<file path="src/rtl/sprite_motion_ctrl.sv">
// Frame-locked sprite motion/colour sequencer: steps the sprite origin one pixel
// per divided frame during blanking and cycles colour on every edge hit.
module sprite_motion_ctrl #(
  parameter int unsigned X_MIN   = 216,
  parameter int unsigned X_MAX   = 1016,
  parameter int unsigned Y_MIN   = 27,
  parameter int unsigned Y_MAX   = 627,
  parameter int unsigned P_WIDTH = 128,
  parameter int unsigned P_DEPTH = 128
) (
  input  logic        clk_i,
  input  logic        rst_i,
  input  logic        frame_start_i,
  input  logic        enable_i,
  input  logic [3:0]  speed_i,
  output logic [15:0] x_set_o,
  output logic [15:0] y_set_o,
  output logic [2:0]  color_o,
  output logic        upd_o,
  output logic        bounce_o
);

  localparam logic [15:0] X_LO = 16'(X_MIN);
  localparam logic [15:0] X_HI = 16'(X_MAX - P_WIDTH);
  localparam logic [15:0] Y_LO = 16'(Y_MIN);
  localparam logic [15:0] Y_HI = 16'(Y_MAX - P_DEPTH);

  localparam logic [2:0] RED    = 3'b100;
  localparam logic [2:0] GREEN  = 3'b010;
  localparam logic [2:0] BLUE   = 3'b001;
  localparam logic [2:0] YELLOW = 3'b110;
  localparam logic [2:0] CYAN   = 3'b011;
  localparam logic [2:0] PURPLE = 3'b101;

  typedef enum logic [1:0] {
    S_WAIT,
    S_MOVE_X,
    S_MOVE_Y,
    S_COMMIT
  } state_t;

  state_t      state_q;
  logic [3:0]  frame_cnt_q;
  logic        x_dir_q, y_dir_q;
  logic [15:0] x_set_q, y_set_q;
  logic [15:0] nx_q, ny_q;
  logic        hx_q, hy_q;
  logic [2:0]  color_q;
  logic        upd_q, bounce_q;

  logic [15:0] nx_d, ny_d;
  logic [3:0]  div_d;
  logic        div_fire_d;
  logic [2:0]  color_d;

  assign nx_d       = x_dir_q ? x_set_q + 16'd1 : x_set_q - 16'd1;
  assign ny_d       = y_dir_q ? y_set_q + 16'd1 : y_set_q - 16'd1;
  assign div_d      = (speed_i == 4'd0) ? 4'd1 : speed_i;
  // 5-bit compare so frame_cnt = 15 cannot wrap past the divisor
  assign div_fire_d = ({1'b0, frame_cnt_q} + 5'd1) >= {1'b0, div_d};

  always_comb begin
    color_d = RED;
    case (color_q)
      RED:     color_d = GREEN;
      GREEN:   color_d = BLUE;
      BLUE:    color_d = YELLOW;
      YELLOW:  color_d = CYAN;
      CYAN:    color_d = PURPLE;
      PURPLE:  color_d = RED;
      default: color_d = RED;
    endcase
  end

  always_ff @(posedge clk_i or posedge rst_i) begin
    if (rst_i) begin
      state_q     <= S_WAIT;
      frame_cnt_q <= 4'd0;
      x_dir_q     <= 1'b1;
      y_dir_q     <= 1'b1;
      x_set_q     <= X_LO;
      y_set_q     <= Y_LO;
      nx_q        <= X_LO;
      ny_q        <= Y_LO;
      hx_q        <= 1'b0;
      hy_q        <= 1'b0;
      color_q     <= RED;
      upd_q       <= 1'b0;
      bounce_q    <= 1'b0;
    end else begin
      upd_q    <= 1'b0;
      bounce_q <= 1'b0;
      case (state_q)
        S_WAIT: begin
          if (!enable_i) begin
            frame_cnt_q <= 4'd0;
          end else if (frame_start_i) begin
            if (div_fire_d) begin
              frame_cnt_q <= 4'd0;
              state_q     <= S_MOVE_X;
            end else begin
              frame_cnt_q <= frame_cnt_q + 4'd1;
            end
          end
        end
        S_MOVE_X: begin
          nx_q <= nx_d;
          if (nx_d == X_HI) begin
            x_dir_q <= 1'b0;
            hx_q    <= 1'b1;
          end else if (nx_d == X_LO) begin
            x_dir_q <= 1'b1;
            hx_q    <= 1'b1;
          end else begin
            hx_q <= 1'b0;
          end
          state_q <= S_MOVE_Y;
        end
        S_MOVE_Y: begin
          ny_q <= ny_d;
          if (ny_d == Y_HI) begin
            y_dir_q <= 1'b0;
            hy_q    <= 1'b1;
          end else if (ny_d == Y_LO) begin
            y_dir_q <= 1'b1;
            hy_q    <= 1'b1;
          end else begin
            hy_q <= 1'b0;
          end
          state_q <= S_COMMIT;
        end
        S_COMMIT: begin
          x_set_q <= nx_q;
          y_set_q <= ny_q;
          // a corner hit sets both flags but advances the colour only once
          if (hx_q | hy_q) color_q <= color_d;
          upd_q    <= 1'b1;
          bounce_q <= hx_q | hy_q;
          state_q  <= S_WAIT;
        end
        default: state_q <= S_WAIT;
      endcase
    end
  end

  assign x_set_o  = x_set_q;
  assign y_set_o  = y_set_q;
  assign color_o  = color_q;
  assign upd_o    = upd_q;
  assign bounce_o = bounce_q;

endmodule

</file>
<file path="config.mk">
export PLATFORM = sky130hd
export DESIGN_NAME = sprite_motion_ctrl
export DESIGN_NICKNAME = d
export VERILOG_FILES = /design/src/rtl/sprite_motion_ctrl.sv
export SDC_FILE = /design/constraint.sdc
export NUM_CORES = 1
export LEC_CHECK = 0
export CAP_MARGIN = 20
export CORE_MARGIN = 10
export CORE_UTILIZATION = 60
export DETAILED_ROUTE_END_ITERATION = 7
export PLACE_DENSITY = 0.85
export SYNTH_ARGS = -nofsm -noshare
export SYNTH_HDL_FRONTEND = slang
export SYNTH_SLANG_ARGS = --single-unit
</file>
<file path="constraint.sdc">
create_clock -name clk_i -period 4.7 [get_ports clk_i]
set_input_delay 0.94 -clock clk_i [delete_from_list [all_inputs] [get_ports clk_i]]
set_output_delay 0.94 -clock clk_i [all_outputs]
set_load 0.01 [all_outputs]
</file>
* After elaboration in Yosys (flattened, before gate mapping) *
Cells that the tools add are included.

cells by class
  add/subtract/negate cells = 6
  magnitude comparators = 1
  equal/unequal tests = 16
  mux-type cells = 21
  bitwise logic cells = 1
  reductions and logical operators = 9

operators with widths
  cell                                                                  count
  16-bit by 1-bit adder with 16-bit output, second input constant       2
  16-bit 2-to-1 mux                                                     2
  16-bit by 1-bit subtractor with 16-bit output, second input constant  2
  16-bit by 10-bit == test with 1-bit output, second input constant     1
  16-bit by 5-bit == test with 1-bit output, second input constant      1
  16-bit by 8-bit == test with 1-bit output, second input constant      1
  16-bit by 9-bit == test with 1-bit output, second input constant      1
  4-bit 2-to-1 mux                                                      4
  3-bit one-hot mux with 5 select lines                                 1
  1-bit 2-to-1 mux                                                      10
  2-bit inequality test, second input constant                          4
  2-bit one-hot mux with 4 select lines                                 1
  2-bit AND reduction                                                   4
  3-bit by 2-bit == test with 1-bit output, second input constant       2
  3-bit == test, second input constant                                  2
  2-bit 2-to-1 mux                                                      3
  4-bit by 1-bit adder with 5-bit output, second input constant         1
  5-bit by 4-bit >= comparator with 1-bit output                        1
  4-bit by 1-bit adder with 4-bit output, second input constant         1
  2-bit == test, second input constant                                  2
  4-bit logical NOT                                                     1
  2-bit nonzero test                                                    2
  3-bit by 1-bit == test with 1-bit output, second input constant       1
  3-bit AND reduction                                                   1
  3 further kinds                                                       3

word-level totals
  flip-flop bits (word level) = 79
  bits of input ports = 8
  output and inout bits = 37
  logic and storage cells = 67

* Depth between registers and ports, before layout *
Gate-level depths: netlist of the first run.

  depth in word-level cells = 7
  gate-level depth with buffers = 11
  depth with buffers taken out = 11

* Worst setup path before layout of the first run *
OpenSTA, ideal clock, no wires.

  kind = register -> register
  from = reg y_dir_q
  to = reg y_dir_q
  setup time = 0.082 ns
  arrival = 2.867 ns
  data required time = 4.618 ns
  slack = 1.751 ns
  cell stages (with the launch flop) = 11
  clock period less this slack = 2.949 ns
  cell sequence = dfstp_2 inv_1 ha_1 nor2b_4 o31a_1 o21ba_1 or2_1 a211oi_2 nand4_1 or4_1 o211ai_1

between the ends
  word-level cells in the longest chain between the ends = 4
  elaborated cells on any way between the ends = 6
  classes of those cells = eq/ne (2); mux (2); reduce/logical (2)

ends and longest elaborated chain
  what                                                                                                    line      RTL
  start, declared                                                                                         44        logic x_dir_q, y_dir_q;
  start signal, assigned                                                                                  80        y_dir_q <= 1'b1;
  start signal, assigned                                                                                  122       y_dir_q <= 1'b0;
  start signal, assigned                                                                                  125       y_dir_q <= 1'b1;
  16-bit 2-to-1 mux *                                                                                     57        assign ny_d = y_dir_q ? y_set_q + 16'd1 : y_set_q - 16'd1;
  16-bit by 9-bit == test with 1-bit output or 16-bit by 5-bit == test with 1-bit output (tied branches)  121, 124
  2-bit nonzero test (no source line)                                                                     --
  2-bit AND reduction (no source line)                                                                    --

Mark *: on every way between the ends. The rest lies on a longest branch, timed or not.
A chain may end at the register's enable or synchronous reset.

* Final worst setup path of the first run *
Same ends and word-level chain as after synthesis.

==> flow_metrics.env, run 1 <==
export IMPL_status="complete, no violations"
export IMPL_drt_drc_violations_left=0
export IMPL_antenna_left=0
export IMPL_synthXorXnorAreaFrac=0.0454
export IMPL_ys_ff_latch=79
export IMPL_fin_tns_setup_ps=0
export IMPL_grt_pass1_vias=3716
export IMPL_initial_core_util=0.620
export IMPL_grt_max_degree=50
export IMPL_place_area_sq_mm=0.00535
export IMPL_wl_um=10500
export IMPL_cts_setup_buffers=0
export IMPL_num_fill_cells=555
export IMPL_area_growth_pct=15.1
export IMPL_cts_root_buf="clkbuf_8"
export IMPL_ios=45
export IMPL_cts_resized=0
export IMPL_drv_cap=0
export IMPL_ys_seq_area_frac=0.415
export IMPL_ys_warn_count=0
export IMPL_power_density_mw_per_mm2=516
export IMPL_end_kind="register"
export IMPL_synth_compound_area_frac=0.160
export IMPL_use_met2=0.290
export IMPL_fp_dieH_um=110
export IMPL_fin_crit_sh=0.707
export IMPL_synth_cell_type_count=56
export IMPL_synthMuxAreaShare=0.118
export IMPL_num_rows=32
export IMPL_arrival_ps=3590
export IMPL_hold_viol_final=0
export IMPL_total_power_mw=2.87
export IMPL_io_buffers=44
export IMPL_ctsLongestPathBuffers=2
export IMPL_synth_avg_cell_area_sq_um=10.4
export IMPL_place_hpwl_um=7610
export IMPL_core_area_sq_mm=0.00777
export IMPL_final_max_slew_viol_count=0
export IMPL_antenna_cells=0
export IMPL_syn_inst=464
export IMPL_min_period_ps=3320
export IMPL_worstSkewPairLatency_ps=350
export IMPL_via_per_inst=6.07
export IMPL_cts_reportedPaths_clkPinSlew_ps=80
export IMPL_hp_class="reg -> reg"
export IMPL_ctsHtreeMaxLevel=3
export IMPL_rsz0062_at_grt="no"
export IMPL_fin_nets=556
export IMPL_die_w_um=110
export IMPL_syn_area_sq_mm=0.00482
export IMPL_grt_overflow_total=0
export IMPL_dieArea_sq_mm=0.0120
export IMPL_synth_top_family_by_area="compound AO/OA/AOI/OAI gates"
export IMPL_num_vias=3721
export IMPL_async_flop_share=1.00
export IMPL_final_layout_size_suffix_gt1_frac=0.182
export IMPL_p_leak_nw=2.18
export IMPL_ir_worst_vdd_uv=338
export IMPL_cts_hold_buf=0
export IMPL_grt_busiest_layer="met2"
export IMPL_setup_viol=0
export IMPL_cts_made_buffers=9
export IMPL_gr_usage_met3=0.0404
export IMPL_yosys_area_share_simple=0.122
export IMPL_tightest_slew_ps=996
export IMPL_clock_sinks=79
export IMPL_gp_congestion=0.918
export IMPL_slew_headroom=0.336
export IMPL_synth_fa_ha_area_frac=0.110
export IMPL_max_freq_mhz=301
export IMPL_crit_type="reg -> reg"
export IMPL_crit_required_ps=4970
export IMPL_gr_usage_met1=0.231
export IMPL_wire_per_inst_um=17.1
export IMPL_fin_worst_skew_ps=6.50
export IMPL_crit_fanout=15
export IMPL_grt_pass1_wl_um=17400
export IMPL_synth_ff_type="dfrtp_1"
export IMPL_syn_nets=513
export IMPL_grt_total_usage=0.178
export IMPL_antenna_found_initial=0
export IMPL_cts_tree="built"
export IMPL_dr_pass1_iters=6
export IMPL_synth_edff_count=0
export IMPL_final_area_sq_mm=0.00555
export IMPL_drt_iter0_markers=224
export IMPL_cp_start_kind="register"
-- power breakdown --
part | leakage (nW) | internal (mW) | switching, mW | total (mW)
Sequential | 0.840 | 0.894 | 0.131 | 1.02
Combinational | 1.24 | 0.619 | 0.707 | 1.33
Clock | 0.0985 | 0.271 | 0.244 | 0.515
-- registers in the layout, summed over array words and instances, names as in the netlist, 2 cells and up --
signal and cells:
ny_q 16, x_set_o 16, nx_q 16, y_set_o 16, frame_cnt_q 4, state_q 2
color_o 3
-- final timing paths --
check / startpoint / to / slack (ps) / depth (start not counted)
min: ny_q[9]$_DFFE_PP0P_ / ny_q[9]$_DFFE_PP0P_ / 490 / 2
min reg2reg: ny_q[9]$_DFFE_PP0P_ / ny_q[9]$_DFFE_PP0P_ / 490 / 2
max reg2reg: y_dir_q$_DFFE_PP1P_ / y_dir_q$_DFFE_PP1P_ / 1380 / 10
max: y_dir_q$_DFFE_PP1P_ / y_dir_q$_DFFE_PP1P_ / 1380 / 10
max in group asynchronous: rst_i / x_dir_q$_DFFE_PP1P_ / 2730 / 3
min in group asynchronous: rst_i / nx_q[5]$_DFFE_PP0P_ / 1040 / 2
-- cells by family after synthesis --
logic type | Yosys count
AO/OA/AOI/OAI | 117
AND/OR/NAND/NOR | 114
flip-flops | 79
multiplexers | 51
adder cells (fa/ha/maj) | 41
buffers and inverters | 37
XOR/XNOR | 25
-- cell type report --
cell class / instances / area [sq um] / area share
inverter: 23 / 87.6 / 0.0158
timing repair buffer: 46 / 455 / 0.0821
clock buffer: 12 / 155 / 0.0280
clock inverter: 3 / 42.5 / 0.00767
multi-input combinational: 348 / 2680 / 0.483
tap: 102 / 128 / 0.0230
sequential: 79 / 2000 / 0.361
-- worst max-delay path, stage by stage, from the launching register on --
cell and delay, ps:
dfstp_2 570, inv_1 270, ha_1 440, nor2b_4 150, o31a_1 290, o21ba_1 240, or2_1 240, a211oi_2 260
nand4_1 140, or4_1 530, o211ai_1 110
-- Yosys cell counts (13+ instances only) --
cell	n	share of area
xnor2_1	20	0.036
a21oi_1	29	0.030
nand3_1	13	0.013
o21ai_0	28	0.029
dfstp_2	19	0.10
ha_1	39	0.10
dfrtp_1	60	0.31
mux2_2	48	0.11
inv_1	23	0.018
nand2_1	30	0.023
nor2_1	22	0.017
-- routing by layer --
metal | share of wire | wire (um)
met4 | 0.016 | 164
met3 | 0.052 | 548
met1 | 0.46 | 4800
met2 | 0.47 | 4980
met5 | 0 | 0
-- layout by cell type (no fill, tap or decap), types with 3 or more instances in the layout --
cell | Yosys | routed
o2111ai_1 | 3 | 3
a31o_2 | 4 | 4
clkdlybuf4s50_1 | 0 | 44
or3_1 | 4 | 4
dfrtp_1 | 60 | 60
inv_1 | 23 | 22
o21ai_0 | 28 | 28
nand4_1 | 7 | 7
ha_1 | 39 | 39
nand3_1 | 13 | 13
nor2_1 | 22 | 22
a21oi_1 | 29 | 29
clkbuf_8 | 0 | 11
and3_1 | 7 | 7
nor3_1 | 9 | 9
a21o_1 | 9 | 9
xnor2_1 | 20 | 20
and4_1 | 4 | 4
o21a_1 | 5 | 5
a211o_1 | 3 | 3
mux2i_1 | 3 | 3
o211ai_1 | 3 | 3
o21bai_1 | 4 | 4
nor2b_1 | 4 | 4
dfstp_2 | 19 | 19
mux2_2 | 48 | 48
nand2_1 | 30 | 30
a22o_1 | 4 | 4
nand2b_1 | 3 | 3
xor2_1 | 5 | 5
a31oi_1 | 5 | 5
-- stage by stage --
| step | cells | setup WS (ps) | util | hold slack (ps) |
|---|---|---|---|---|
| 6_report | 613 | 1380 | 0.714 | 490 |
| 5_1_grt | 613 | 1120 | 0.714 | 523 |
| 4_1_cts | 613 | 1390 | 0.714 | 493 |
| 3_5_place_dp | 598 | 1350 | 0.689 | 472 |
| 3_3_place_gp | 598 | 1480 | 0.689 | 462 |
| 2_1_floorplan | 464 | 1750 | - | 448 |
(Power assumes the default switching activity.)
==> run 2, diff against run 1 <==
CORE_UTILIZATION = 52   (was 60)
PLACE_DENSITY = 0.78   (was 0.85)
clock period = 2.8 ns   (was 4.7 ns; I/O delays follow)
==> flow_metrics.env, run 2 (synthesis gave the netlist of run 1 again) <==
export IMPL_crit_start="x_dir_q$_DFFE_PP1P_"
export IMPL_grt_pass1_wl_um=22200
export IMPL_dieArea_sq_mm=0.0135
export IMPL_num_fill_cells=551
export IMPL_status="complete, but fails checks"
export IMPL_dr_pass1_iters=4
export IMPL_final_layout_size_suffix_gt1_frac=0.442
export IMPL_max_freq_mhz=332
export IMPL_cts_tree="built"
export IMPL_core_area_sq_mm=0.00915
export IMPL_r2r_start="x_dir_q$_DFFE_PP1P_"
export IMPL_slew_headroom=0.614
export IMPL_num_rows=35
export IMPL_cts_reportedPaths_clkPinSlew_ps=80
export IMPL_whs_ps=481
export IMPL_hp_class="in -> async"
export IMPL_cts_root_buf="clkbuf_8"
export IMPL_p_seq_frac=0.298
export IMPL_ctsHtreeMaxLevel=3
export IMPL_antenna_left=0
export IMPL_critPathCapture="hx_q$_DFFE_PP0P_"
export IMPL_gp_congestion=0.937
export IMPL_combinationalPowerShare=0.542
export IMPL_worstRegToRegCells=10
export IMPL_p_leak_nw=2.77
export IMPL_arrival_ps=3300
export IMPL_rsz0062_at_grt="yes"
export IMPL_fin_util=0.761
export IMPL_antenna_found_initial=0
export IMPL_place_hpwl_um=8750
export IMPL_grt_overflow_total=0
export IMPL_die_w_um=116
export IMPL_ff2ff_setup_slack_ps=-210
export IMPL_p_sw_mw=2.27
export IMPL_num_vias=4330
export IMPL_drt_drc_violations_left=0
export IMPL_fin_worst_skew_ps=13.3
export IMPL_ctsLongestPathBuffers=2
export IMPL_final_common_cell="buf_4"
export IMPL_initial_core_util=0.527
export IMPL_cp_start_kind="register"
export IMPL_min_period_ps=3010
export IMPL_hold_viol_final=0
export IMPL_final_max_slew_viol_count=0
export IMPL_failed_checks="negative setup slack"
export IMPL_power_density_mw_per_mm2=858
export IMPL_drv_cap=0
export IMPL_crit_type="reg -> reg"
export IMPL_cts_made_buffers=9
export IMPL_pre_cts_ws_ps=-296
export IMPL_crit_required_ps=3090
export IMPL_setup_viol=4
export IMPL_wire_per_inst_um=19.5
export IMPL_antenna_cells=0
export IMPL_finalNonFillerCells=724
export IMPL_place_inst=696
export IMPL_r2r_end="hx_q$_DFFE_PP0P_"
export IMPL_tightest_slew_ps=575
export IMPL_io_buffers=44
export IMPL_grt_pass1_vias=4677
export IMPL_area_growth_pct=44.5
export IMPL_clock_sinks=79
export IMPL_grt_max_degree=63
export IMPL_grt_total_usage=0.204
export IMPL_cts_hold_buf=0
export IMPL_fin_crit_sh=1.07
export IMPL_drt_iter0_markers=241
export IMPL_fp_dieH_um=116
export IMPL_via_per_inst=5.98
export IMPL_wl_um=14100
export IMPL_ios=45
export IMPL_fin_nets=658
export IMPL_layout_common_cells="98 x buf_4, 60 x dfrtp_1, 48 x mux2_2"
export IMPL_swShare=0.380
export IMPL_p_int_mw=3.70
export IMPL_place_area_sq_mm=0.00604
export IMPL_p_clk_frac=0.160
export IMPL_crit_fanout=6
export IMPL_end_kind="register"
export IMPL_worstSkewPairLatency_ps=350
export IMPL_worst_slack_ps=-210
export IMPL_ir_worst_vdd_uv=743
export IMPL_final_area_sq_mm=0.00697
## run 2: area by class of cell
cell class / count / area, sq um / area share
Multi-Input combinational cell: 348 / 3260 / 0.468
Sequential cell: 79 / 2000 / 0.287
Timing Repair Buffer: 148 / 1260 / 0.180
Clock buffer: 11 / 141 / 0.0203
Tap cell: 111 / 139 / 0.0199
Inverter: 23 / 93.8 / 0.0135
Clock inverter: 4 / 77.6 / 0.0111
## run 2: timing repair
action / 4_1_cts / 5_1_grt
setup endpoints to repair: 5 / 6
buffers inserted: 11 / 2
gates resized for setup: 78 / 27
pin swaps: 31 / 12
## run 2: through the flow
| stage | setup TNS, ps | total power, mW |
|---|---|---|
| 2_1_floorplan | -208 | 3.24 |
| 3_3_place_gp | -968 | 4.25 |
| 3_5_place_dp | -1900 | 4.35 |
| 4_1_cts | -125 | 5.66 |
| 5_1_grt | -872 | 6.33 |
| 6_report | -499 | 5.97 |
## run 2: how the worst min path moves through the flow
stage,startpoint,end,slack [ps],cells after the start
final,rst_i,frame_cnt_q[2]$_DFFE_PP0P_,480,2
after global routing,rst_i,x_set_o[10]$_DFFE_PP0P_,490,2
after CTS,rst_i,frame_cnt_q[0]$_DFFE_PP0P_,490,2
after detailed placement,nx_q[1]$_DFFE_PP0P_,x_set_o[1]$_DFFE_PP0P_,470,2
after global placement,nx_q[0]$_DFFE_PP0P_,x_set_o[0]$_DFFE_PP0P_,460,2
after floorplan,ny_q[10]$_DFFE_PP0P_,ny_q[10]$_DFFE_PP0P_,450,2
## run 2: worst max-delay path, cell delays in order, from the launching register on
cell        delay [ps]
dfstp_2            570
clkinvlp_4         110
buf_6              150
ha_1               290
and3_1             220
or4b_1             470
o21ai_0            240
o21ai_2            180
a2111oi_4          400
buf_4              170
a31o_2             140
## run 2: layer usage
| metal | vias up | track usage | share of wire |
|---|---|---|---|
| met5 | - | 0 | 0 |
| met4 | 0 | 0.0851 | 0.031 |
| met3 | 43 | 0.0560 | 0.043 |
| met2 | 130 | 0.367 | 0.52 |
| met1 | 2159 | 0.221 | 0.40 |
| li1 | 1998 | - | - |
## run 2: power groups by stage
stage	Sequential [mW]	Combinational, mW	Clock (mW)
6_report	1.78	3.24	0.955
5_1_grt	1.81	3.49	1.03
2_1_floorplan	1.75	1.49	0
4_1_cts	1.76	2.94	0.966
3_3_place_gp	1.73	2.52	0
3_5_place_dp	1.75	2.60	0
==> run 3, diff against run 2 <==
TNS_END_PERCENT = 100   (was default)
==> results of run 3 <==
Final layout, timing and power as in run 2 (identical DEF).
